===== src/rtl/fifo_share_ctrl.sv =====
// fifo_share_ctrl: N-lane round-robin writer and burst reader sharing one FIFO.
// Optional PKT_LOCK_EN adds req_last and holds the grant for a whole packet.
module fifo_share_ctrl #(
    parameter int N     = 4,
    parameter int BW_D  = 8,
    parameter int BW_A  = 10,
    parameter int BURST = 16
) (
    input  logic              clk,
    input  logic              reset,
    input  logic [N-1:0]      req_valid,
    input  logic [N*BW_D-1:0] req_data,
`ifdef PKT_LOCK_EN
    input  logic [N-1:0]      req_last,
`endif
    output logic [N-1:0]      req_ready,
    output logic [BW_D-1:0]   fifo_wr_di,
    output logic              fifo_wr_en,
    input  logic              fifo_wr_rdy,
    output logic              fifo_rd_en,
    input  logic [BW_D-1:0]   fifo_rd_do,
    input  logic              burst_req,
    output logic              burst_ack,
    output logic              out_valid,
    output logic [BW_D-1:0]   out_data,
    output logic              out_last,
    output logic [BW_A:0]     occupancy,
    output logic              busy
);

    localparam int DEPTH = 1 << BW_A;
    localparam int PW    = (N > 1) ? $clog2(N) : 1;
    localparam int CW    = $clog2(BURST + 1);
    localparam logic [BW_A:0] DEPTH_C = (BW_A + 1)'(DEPTH);
    localparam logic [BW_A:0] BURST_C = (BW_A + 1)'(BURST);
    localparam logic [CW-1:0] BEATS_C = CW'(BURST);
    localparam logic [CW-1:0] ONE_C   = CW'(1);

    typedef enum logic [1:0] {
        IDLE  = 2'd0,
        READ  = 2'd1,
        DRAIN = 2'd2
    } state_t;

    state_t        state_q;
    logic [CW-1:0] beat_q;
    logic          out_valid_q;
    logic          out_last_q;

    logic [PW-1:0] ptr_q, ptr_d;
    logic [BW_A:0] count_q, count_d;
    logic [PW-1:0] gnt_idx;
    logic          gnt_found;
    logic [PW:0]   cand_w;
    logic [PW-1:0] cand;
    logic          wr_ok;
    logic          wr_xfer;
    logic          rd_en;

`ifdef PKT_LOCK_EN
    logic lock_q, lock_d;
`endif

    // Round-robin scan starting just after the last granted lane.
    always_comb begin
        gnt_found = 1'b0;
        gnt_idx   = ptr_q;
        cand_w    = '0;
        cand      = '0;
        for (int i = 1; i <= N; i++) begin
            cand_w = {1'b0, ptr_q} + (PW + 1)'(i);
            if (cand_w >= (PW + 1)'(N)) begin
                cand_w = cand_w - (PW + 1)'(N);
            end
            cand = cand_w[PW-1:0];
            if (!gnt_found && req_valid[cand]) begin
                gnt_found = 1'b1;
                gnt_idx   = cand;
            end
        end
`ifdef PKT_LOCK_EN
        if (lock_q) begin
            gnt_idx   = ptr_q;
            gnt_found = req_valid[ptr_q];
        end
`endif
    end

    assign wr_ok   = reset & fifo_wr_rdy & (count_q < DEPTH_C);
    assign wr_xfer = gnt_found & wr_ok;
    assign rd_en   = (state_q == READ);

    // Write-port mux and one-hot ready for the granted lane.
    always_comb begin
        req_ready  = '0;
        fifo_wr_di = '0;
        if (wr_xfer) begin
            req_ready[gnt_idx] = 1'b1;
            fifo_wr_di = req_data[gnt_idx*BW_D +: BW_D];
        end
    end

    assign fifo_wr_en = wr_xfer;
    assign fifo_rd_en = rd_en;
    assign burst_ack  = reset & (state_q == IDLE) & burst_req
                      & (count_q >= BURST_C);
    assign out_valid  = out_valid_q;
    assign out_last   = out_last_q;
    assign out_data   = out_valid_q ? fifo_rd_do : '0;
    assign occupancy  = count_q;
    assign busy       = (state_q != IDLE);

    // Next pointer, lock and occupancy from this cycle's transfers.
    always_comb begin
        ptr_d = wr_xfer ? gnt_idx : ptr_q;
        unique case ({wr_xfer, rd_en})
            2'b10:   count_d = count_q + 1'b1;
            2'b01:   count_d = count_q - 1'b1;
            default: count_d = count_q;
        endcase
`ifdef PKT_LOCK_EN
        lock_d = wr_xfer ? ~req_last[gnt_idx] : lock_q;
`endif
    end

    // Arbiter pointer and occupancy registers.
    always_ff @(posedge clk or negedge reset) begin
        if (!reset) begin
            ptr_q   <= PW'(N - 1);
            count_q <= '0;
        end else begin
            ptr_q   <= ptr_d;
            count_q <= count_d;
        end
    end

`ifdef PKT_LOCK_EN
    // Packet lock holds the grant until the lane's last beat.
    always_ff @(posedge clk or negedge reset) begin
        if (!reset) begin
            lock_q <= 1'b0;
        end else begin
            lock_q <= lock_d;
        end
    end
`endif

    // Burst FSM; output valid/last trail rd_en by the FIFO read latency.
    always_ff @(posedge clk or negedge reset) begin
        if (!reset) begin
            state_q     <= IDLE;
            beat_q      <= '0;
            out_valid_q <= 1'b0;
            out_last_q  <= 1'b0;
        end else begin
            out_valid_q <= rd_en;
            out_last_q  <= rd_en & (beat_q == ONE_C);
            unique case (state_q)
                IDLE: begin
                    if (burst_ack) begin
                        beat_q  <= BEATS_C;
                        state_q <= READ;
                    end
                end
                READ: begin
                    beat_q <= beat_q - ONE_C;
                    if (beat_q == ONE_C) begin
                        state_q <= DRAIN;
                    end
                end
                DRAIN: state_q <= IDLE;
                default: state_q <= IDLE;
            endcase
        end
    end

endmodule

===== config.mk =====
export PLATFORM = sky130hd
export DESIGN_NAME = fifo_share_ctrl
export DESIGN_NICKNAME = d
export VERILOG_FILES = /design/src/rtl/fifo_share_ctrl.sv
export SDC_FILE = /design/constraint.sdc
export NUM_CORES = 1
export LEC_CHECK = 0
export CORE_UTILIZATION = 45
export DETAILED_ROUTE_END_ITERATION = 10
export GPL_TIMING_DRIVEN = 0
export PLACE_DENSITY = 0.88
export SYNTH_ARGS = -nofsm -noshare
export SYNTH_HDL_FRONTEND = slang
export SYNTH_SLANG_ARGS = --single-unit

===== constraint.sdc =====
create_clock -name clk -period 8.1 [get_ports clk]
set_clock_uncertainty 0.1 [all_clocks]
set_input_delay 1.62 -clock clk [delete_from_list [all_inputs] [get_ports clk]]
set_output_delay 1.62 -clock clk [all_outputs]
set_load 0.01 [all_outputs]

==> results.json, run 1 <==
{
  "fin_nets": 359,
  "placed_area_um2": 2740,
  "avgSynthCellArea_um2": 8.46,
  "wl_per_cell_um": 14.3,
  "grt_max_degree": 25,
  "top_level_ports": 85,
  "synth_fp_nets": 270,
  "drt_iter0_drc": 78,
  "cts.clk_slew.worst_paths_ps": 70,
  "coreArea_um2": 3800,
  "post-dp-hpwl_um": 3810,
  "htreeDepth": 1,
  "critPathLaunchType": "input port",
  "dieHeight_um": 65.9,
  "cp_data_required_time_ps": 6380,
  "synth_cells": 217,
  "gp_congestion": 0.850,
  "drive_gt1_share_pct": 9.84,
  "grt_use_total_pct": 23.3,
  "wl_um": 5060,
  "post_cts_resized": 0,
  "num_rows": 22,
  "drtAntennaViolNets": 0,
  "fmax_mhz": 160,
  "powerDensity_nw_per_um2": 381,
  "crit_path_end_kind": "primary output",
  "cp.arrival_ps": 4540,
  "timing.final.crit_share_pct": 77.3,
  "slowest_delay_ps": 1170,
  "cts_tree": "built",
  "final_cell_area_um2": 2810,
  "irDropWorstVdd_v": 0.000276,
  "crit_path_top_delay_cell": "clkdlybuf4s50_1",
  "synth_area_um2": 1840,
  "antenna_found_initial": 0,
  "clk_path_buf_depth": 2,
  "crit_chain": "clkdlybuf4s50_1 -> nand2_1 -> or3_1 -> clkbuf_1 -> clkbuf_1 -> a211oi_1 -> clkdlybuf4s50_1",
  "dieArea_um2": 4340,
  "firstDrtPassIters": 4,
  "status": "completed",
  "ys.flop_type": "dfrtp_1",
  "start_util_pct": 48.4,
  "layout_common_cells": "clkdlybuf4s50_1 (84), nor2_1 (27), dfrtp_1 (20)",
  "grt-ovfl-total": 0,
  "max_slew_margin_pct": 28.8,
  "grt_pass1_vias": 1755,
  "tightest_slew_ps": 1070,
  "synth.area.top_cells": "dfrtp_1 (27%), mux2i_1 (6.5%), mux2_2 (5.5%), nor2_1 (5.5%), a211oi_1 (4.1%)",
  "n_antenna_cell": 0,
  "hp-class": "flop to flop",
  "cts.sinks": 22,
  "layout_commonest_cell": "clkdlybuf4s50_1",
  "leakagePower_nw": 1.15,
  "dieWidth_um": 65.9,
  "setup_tns_ps": 0,
  "netlist.area_leader.share_pct": 27.2,
  "rsz0062_at_grt": "false",
  "grt_pass1_wl_um": 7940,
  "cts_hold_buffers": 0,
  "fin_crit_ps": 6260,
  "clkLatencyLatePin_ps": 260,
  "hold_violations": 0,
  "ys_types": 51,
  "drc": 0,
  "ys_ff_latch": 22,
  "slew_viol_final": 0,
  "synth_warnings": 0,
  "fin_ws_ps": 1840,
  "crit_family": "buffers and inverters",
  "setup_viol": 0,
  "synth_top_area_cell": "dfrtp_1",
  "maxCapViolations": 0,
  "async_flop_share_pct": 100,
  "viasPerCell": 5.48,
  "synth_edf_count": 0,
  "crit_fanout": 24,
  "pre_cts_ws_ps": 1790,
  "cts-root-buf": "clkbuf_8",
  "io_buffer_count": 84,
  "post-cts-setup-buffers": 0,
  "crit_buf_inv": 4,
  "num_vias": 1935,
  "syn_to_final_growth_pct": 52.9,
  "fillers": 292,
  "cts_buffers": 3,
  "seq_area_frac_synth_pct": 30.1,
  "path_class": "input port to primary output"
}
synthesized netlist by cell type, types with 6 or more instances:
| cell | count |
|---|---|
| nor3_1 | 6 |
| xnor2_1 | 8 |
| a211oi_1 | 10 |
| clkbuf_1 | 8 |
| o21ai_0 | 10 |
| mux2i_1 | 12 |
| a21oi_1 | 7 |
| inv_1 | 11 |
| dfrtp_1 | 20 |
| nor2_1 | 27 |
| xor2_1 | 6 |
| mux2_2 | 9 |
| and2_1 | 10 |
| nand2_1 | 11 |
power breakdown:
| group | switching, mW | leakage, nW | total (mW) | internal, mW |
|---|---|---|---|---|
| Clock | 0.0349 | 0.0357 | 0.101 | 0.0660 |
| Sequential | 0.0634 | 0.258 | 0.234 | 0.171 |
| Combinational | 0.375 | 0.854 | 0.734 | 0.359 |
| Total | 0.473 | 1.15 | 1.07 | 0.596 |
logic make-up after synthesis:
logic type               after synthesis  synth area share [%]
AO/OA/AOI/OAI                         47                  17.8
XOR/XNOR                              14                  6.68
adder cells (fa/ha/maj)                5                  3.41
buffers and inverters                 27                  6.74
flip-flops                            22                  30.1
multiplexers                          21                  12.1
AND/OR/NAND/NOR                       81                  23.2
path summary, 6_finish.rpt:
| path | from | cells past startpoint | slack (ps) | endpoint |
|---|---|---|---|---|
| setup / recovery | reset | 7 | 1840 | fifo_wr_di[4] |
| hold / removal | ptr_q[0] | 2 | 400 | ptr_q[0] |
| setup reg to reg | occupancy[10] | 13 | 4410 | occupancy[8] |
| hold reg to reg | ptr_q[0] | 2 | 400 | ptr_q[0] |
| max in group asynchronous | reset | 1 | 5420 | beat_q[1] |
| min in group asynchronous | reset | 1 | 1830 | occupancy[5] |
metal layers:
layer	routed length, µm	vias up	global-route usage (%)
met5	0	-	0
met4	24	0	5.98
met3	288	4	3.10
met2	2600	70	41.7
met1	2140	907	29.1
li1	-	954	-
worst min-delay path, stage by stage, from the launching register on:
cell	delay, ps
dfstp_2	380
nand2_1	50
o21ai_0	70
sequential cells by signal, indices dropped and copies added, names as in the netlist:
register and cells:
state_q 2, beat_q 5, out_last 1, out_valid 1, ptr_q 2, occupancy 11
cell type report:
class | instances | area [µm²] | area share (%)
Timing Repair Buffer | 84 | 841 | 29.9
Clock buffer | 3 | 41.3 | 1.47
Clock inverter | 1 | 30.0 | 1.07
Inverter | 12 | 45.0 | 1.60
Tap cell | 48 | 60.1 | 2.14
Buffer | 15 | 78.8 | 2.81
Multi-Input combinational cell | 168 | 1160 | 41.3
Sequential cell | 22 | 553 | 19.7
per-stage QoR:
stage,cells,hold slack (ps),total power [mW],util (%)
floorplan,217,366,0.717,-
global route,353,440,1.15,73.9
finish,353,405,1.07,73.9
detailed placement,349,397,0.956,72.1
global placement,349,379,0.939,72.1
CTS,353,407,1.07,73.9
Power figures use the tool's default switching activity.
==> run 2: changes to the inputs <==
CORE_UTILIZATION = 42   (was 45)
PLACE_DENSITY = 0.83   (was 0.88)
clock period = 5.9 ns   (was 8.1 ns; I/O delays follow)
==> results.json, run 2 (synthesis gave the netlist of run 1 again) <==
{
  "rsz0062_at_grt": "false",
  "path_class": "input port to primary output",
  "coreArea_um2": 4090,
  "drtAntennaViolNets": 0,
  "ff2ff_path_depth": 13,
  "cts_hold_buffers": 0,
  "pre_cts_ws_ps": 168,
  "final_core_util_pct": 68.2,
  "firstDrtPassIters": 4,
  "cts_tree": "built",
  "grt_use_total_pct": 21.2,
  "crit_buf_inv": 4,
  "cp_data_required_time_ps": 4620,
  "clk_path_buf_depth": 2,
  "crit_path_top_delay_cell": "clkdlybuf4s50_1",
  "setup_viol": 0,
  "antenna_found_initial": 0,
  "clock_power_share_pct": 6.7,
  "slew_viol_final": 0,
  "leakagePower_nw": 1.13,
  "cp.arrival_ps": 4090,
  "r2r_start": "occupancy[10]",
  "dieArea_um2": 4640,
  "crit_fanout": 24,
  "post-dp-hpwl_um": 3860,
  "slowest_delay_ps": 1190,
  "start_util_pct": 44.9,
  "gr-usage-met2_pct": 34.3,
  "dieWidth_um": 68.1,
  "grt-ovfl-total": 0,
  "timing.final.crit_share_pct": 91.1,
  "setup_tns_ps": 0,
  "grt_pass1_vias": 1658,
  "layout_commonest_cell": "clkdlybuf4s50_1",
  "use_met3_pct": 2.67,
  "powerDensity_nw_per_um2": 506,
  "grt_max_degree": 25,
  "wl_um": 4920,
  "final_cell_area_um2": 2790,
  "p_sw_uw": 634,
  "layout_common_cells": "clkdlybuf4s50_1 (84), nor2_1 (27), dfrtp_1 (20)",
  "irDropWorstVdd_v": 0.000353,
  "maxCapViolations": 0,
  "largest_reg_flops": 11,
  "num_vias": 1908,
  "io_buffer_count": 84,
  "fmax_mhz": 186,
  "gp_congestion": 0.827,
  "syn_to_final_growth_pct": 51.6,
  "clkLatencyLatePin_ps": 260,
  "min_from": "ptr_q[1]",
  "top_level_ports": 85,
  "tightest_slew_ps": 1090,
  "viasPerCell": 5.37,
  "dieHeight_um": 68.1,
  "cts-root-buf": "clkbuf_8",
  "fin_crit_ps": 5370,
  "max_slew_margin_pct": 27.0,
  "reg2reg_slack_ps": 2270,
  "pwr-share-seq_pct": 22.6,
  "holdPathEnd": "ptr_q[1]",
  "fin_ws_ps": 527,
  "fin_nets": 359,
  "num_rows": 23,
  "crit_path_end_kind": "primary output",
  "critPathLaunchType": "input port",
  "htreeDepth": 1,
  "netSwitchingFraction_pct": 44.9,
  "cts_buffers": 3,
  "grt_pass1_wl_um": 7530,
  "wl_per_cell_um": 13.9,
  "use_met1_pct": 29.5,
  "placed_area_um2": 2740,
  "cts.sinks": 22,
  "drt_iter0_drc": 66,
  "holdPathStages": 2,
  "post_cts_resized": 0,
  "status": "completed",
  "drive_gt1_share_pct": 9.51,
  "hp-class": "flop to flop",
  "hold_violations": 0,
  "cts.clk_slew.worst_paths_ps": 70,
  "p_int_uw": 777,
  "n_antenna_cell": 0,
  "busiest_layer": "met2",
  "reg2reg_to": "occupancy[8]",
  "crit_family": "buffers and inverters",
  "drc": 0,
  "pwr-share-comb_pct": 70.7,
  "post-cts-setup-buffers": 0,
  "crit_chain": "clkdlybuf4s50_1 -> nand2_1 -> or3_1 -> clkbuf_1 -> clkbuf_1 -> a211oi_1 -> clkdlybuf4s50_1"
}
[run 2: cell count changes in the layout (fill, tap and decap cells not counted)]
| cell | before | now |
|---|---|---|
| bufinv_16 | 1 | 0 |
| clkbuf_1 | 8 | 9 |
[run 2: metrics by stage]
step,instances,total power [mW],hold slack [ps]
after floorplan,217,0.985,366
after global placement,351,1.29,381
after detailed placement,351,1.32,387
after CTS,355,1.41,402
after global routing,355,1.54,420
final,355,1.41,408
[run 2: how the worst max path moves through the flow]
stage / startpoint / end / slack (ps) / cells after the start
finish: reset / fifo_wr_di[4] / 530 / 7
global route: reset / occupancy[8] / 20 / 15
CTS: reset / occupancy[8] / 430 / 15
detailed placement: reset / occupancy[8] / 170 / 15
global placement: reset / occupancy[8] / 270 / 15
floorplan: req_valid[2] / occupancy[8] / 1850 / 14
[run 2: area by class of cell]
class                   instances  area [µm²]
repair buffers                 84         841
clock buffers                   4        45.0
fillers                       327        1300
well taps                      50        62.6
plain buffers                  15        78.8
inverters                      12        45.0
multi-input cells             168        1160
flip-flops and latches         22         553
[run 2: routing by layer]
layer,vias up,wire [µm]
met4,0,67
met5,-,0
met2,65,2420
met1,886,2100
met3,7,325
li1,950,-
[run 2: worst min-delay path: stages, from the launching register on]
cell and delay [ps]:
dfstp_2 400, nand2_1 60, nand2_1 50
[run 2: power groups by stage]
stage               combinational (mW)  clock [mW]  sequential [mW]
CTS                              0.999      0.0976            0.318
finish                           0.997      0.0939            0.319
global placement                 0.976           0            0.317
global route                      1.10       0.104            0.333
detailed placement               0.995           0            0.320
floorplan                        0.663           0            0.322
==> RTL change, RTL diff (config.mk and constraints of run 2) <==
The option `PKT_LOCK_EN` is turned on by a define.
--- a/src/rtl/fifo_share_ctrl.sv
+++ b/src/rtl/fifo_share_ctrl.sv
@@ -1,4 +1,6 @@
 // fifo_share_ctrl: N-lane round-robin writer and burst reader sharing one FIFO.
 // Optional PKT_LOCK_EN adds req_last and holds the grant for a whole packet.
+`define PKT_LOCK_EN
+
 module fifo_share_ctrl #(
     parameter int N     = 4,
Ports: changed (added req_last); port bits go from 85 to 89. The function was not compared with the original's and may differ.
==> RTL change against run 2 <==
Count of clock-buffer cells in the layout fell by 1. Routed wire length rose by 13%. Highest routed layer unchanged. Worst setup slack got worse by 0.29 ns. Synthesized area rose by 14%. Clock power rose by 9.7%. Sequential share of layout area fell by 1.2 points. Die area rose by 13%. Sequential power rose by 2%. Final area rose by 11%. Total power rose by 12%. Sequential cell count rose by 1.
==> RTL change: results (changes against run 2) <==
\begin{tabular}{lr}
\hline
Metric & Value \\
\hline
\multicolumn{2}{l}{\textbf{Outcome}} \\
\quad Status & finished, final reports clean \\
\multicolumn{2}{l}{\textbf{Global routing}} \\
\quad Maximum number of pins on one net before global-route repair & 26 (+4.0\%) \\
\quad Met2 track demand over resource in global routing & 40.7\% (+6.4 points) \\
\quad Vias in the first global route & 2070 (+25\%) \\
\quad GRT Resource Usage Total & 22.1\% (+0.98 points) \\
\quad Met3 GRT Util & 4.58\% (+1.9 points) \\
\quad Met1 Resource Use GR & 26.9\% (-2.6 points) \\
\multicolumn{2}{l}{\textbf{Worst setup path}} \\
\quad Critical Path Max Stage Delay & 0.57 ns (-0.62 ns) \\
\quad Slowest cell on the critical path & sky130\_fd\_sc\_hd\_\_or4b\_4 \\
\quad Maximum fanout along the worst path & 10 (-58\%) \\
\quad Critical Path AT & 4.38 ns (+0.29 ns) \\
\multicolumn{2}{l}{\textbf{Synthesis}} \\
\quad Mapped Nets & 296 (+9.6\%) \\
\quad Top cells by count, synth & sky130\_fd\_sc\_hd\_\_dfrtp\_1 (21), sky130\_fd\_sc\_hd\_\_nor2\_1 (20), sky130\_fd\_sc\_hd\_\_and2\_1 (19), sky130\_fd\_sc\_hd\_\_a21oi\_1 (17), sky130\_fd\_sc\_hd\_\_o21ai\_0 (16) \\
\quad Distinct cell type count of the synthesized netlist & 55 (+7.8\%) \\
\quad Leading cell types by total area after synthesis & sky130\_fd\_sc\_hd\_\_dfrtp\_1 (25\%), sky130\_fd\_sc\_hd\_\_and2\_1 (5.7\%), sky130\_fd\_sc\_hd\_\_mux4\_1 (5.0\%), sky130\_fd\_sc\_hd\_\_mux4\_2 (4.3\%), sky130\_fd\_sc\_hd\_\_a21oi\_1 (4.1\%) \\
\multicolumn{2}{l}{\textbf{Die}} \\
\quad Placeable core region & 4750 um2 (+16\%) \\
\multicolumn{2}{l}{\textbf{STA}} \\
\quad Hold\_ws & 0.427 ns (+0.0191 ns) \\
\quad Worst slew margin & 26.9\% (-0.091 points) \\
\multicolumn{2}{l}{\textbf{Place}} \\
\quad Final weighted congestion in routability-driven placement & 0.916 (+11\%) \\
\quad Port bufs & 87 (+3.6\%) \\
\quad Cell area after placement & 3040 um2 (+11\%) \\
\multicolumn{2}{l}{\textbf{Layout}} \\
\quad Fill cell count & 419 (+28\%) \\
\quad Layout cell share with drive strength beyond 1 & 7.27\% (-2.2 points) \\
\quad Net count of the finished layout & 388 (+8.1\%) \\
\multicolumn{2}{l}{\textbf{Routing}} \\
\quad Total wire length & 5.57 mm (+13\%) \\
\quad Vias per std cell & 5.43 (+0.95\%) \\
\multicolumn{2}{l}{\textbf{Power}} \\
\quad Leakage power total & 0.00126 uW (+11\%) \\
\quad Worst vdd rail ir drop & 0.329 mV (-6.9\%) \\
\hline
\end{tabular}
[RTL change: cell count changes after synthesis, moves of 4 or more]
cell / before / now
sky130_fd_sc_hd__a21oi_1: 7 / 17
sky130_fd_sc_hd__nor2_1: 27 / 20
sky130_fd_sc_hd__nand3_1: 4 / 9
sky130_fd_sc_hd__a311oi_1: 0 / 4
sky130_fd_sc_hd__nand2_1: 11 / 15
sky130_fd_sc_hd__a211oi_1: 10 / 0
sky130_fd_sc_hd__mux4_1: 0 / 4
sky130_fd_sc_hd__mux2i_1: 12 / 7
sky130_fd_sc_hd__mux2_2: 9 / 2
sky130_fd_sc_hd__o21ai_0: 10 / 16
sky130_fd_sc_hd__and2_1: 10 / 19
sky130_fd_sc_hd__mux4_2: 0 / 4
[RTL change: final timing paths]
path	from	endpoint	cells past startpoint
min in group asynchronous	reset	occupancy[4]	1
worst min register to register	occupancy[10]	occupancy[10]	1
worst min-delay path	occupancy[10]	occupancy[10]	1
worst max-delay path	req_valid[0]	fifo_wr_di[5]	9
worst max register to register	ptr_q[0]	occupancy[10]	18
max in group asynchronous	reset	occupancy[10]	1
[RTL change: cell families (layout without fill, tap and decap cells)]
kind of cell             Yosys count  count (layout)  share of synthesized area (%)
adder cells (fa/ha/maj)            5               5                           2.99
buffers and inverters             30             121                           7.01
AND/OR/NAND/NOR                   88              88                           22.8
AO/OA/AOI/OAI                     61              61                           19.2
flip-flops                        23              23                           27.7
XOR/XNOR                          14              14                           5.87
multiplexers                      18              18                           14.4
[RTL change: where the power goes]
group          total, uW  internal (uW)  switching, uW  leakage (uW)
Sequential           325            244           80.7      0.000268
Clock                103           47.3           55.5     0.0000255
Combinational       1160            570            586      0.000965
Total               1580            862            722       0.00126
[RTL change: routing by layer]
metal | share of wire, % | wire, um
met1 | 41 | 2310
met2 | 51 | 2830
met3 | 6.9 | 386
met4 | 0.92 | 51
met5 | 0 | 0
[RTL change: layout make-up]
type                            instances  area [um2]  area share [%]
Buffer                                 16        95.1            3.07
Clock buffer                            3        41.3            1.33
Clock inverter                          1        5.00           0.162
Inverter                               14        52.6            1.70
Multi-Input combinational cell        186        1370            44.1
Sequential cell                        23         578            18.7
Tap cell                               67        83.8            2.71
Timing Repair Buffer                   87         873            28.2
[RTL change: per-stage QoR]
stage | setup slack, ns | std cells
final | 0.236 | 397
after global routing | 0.114 | 397
after CTS | 0.209 | 397
after global placement | 0.00430 | 393
after detailed placement | -0.0652 | 393
after floorplan | 1.12 | 239
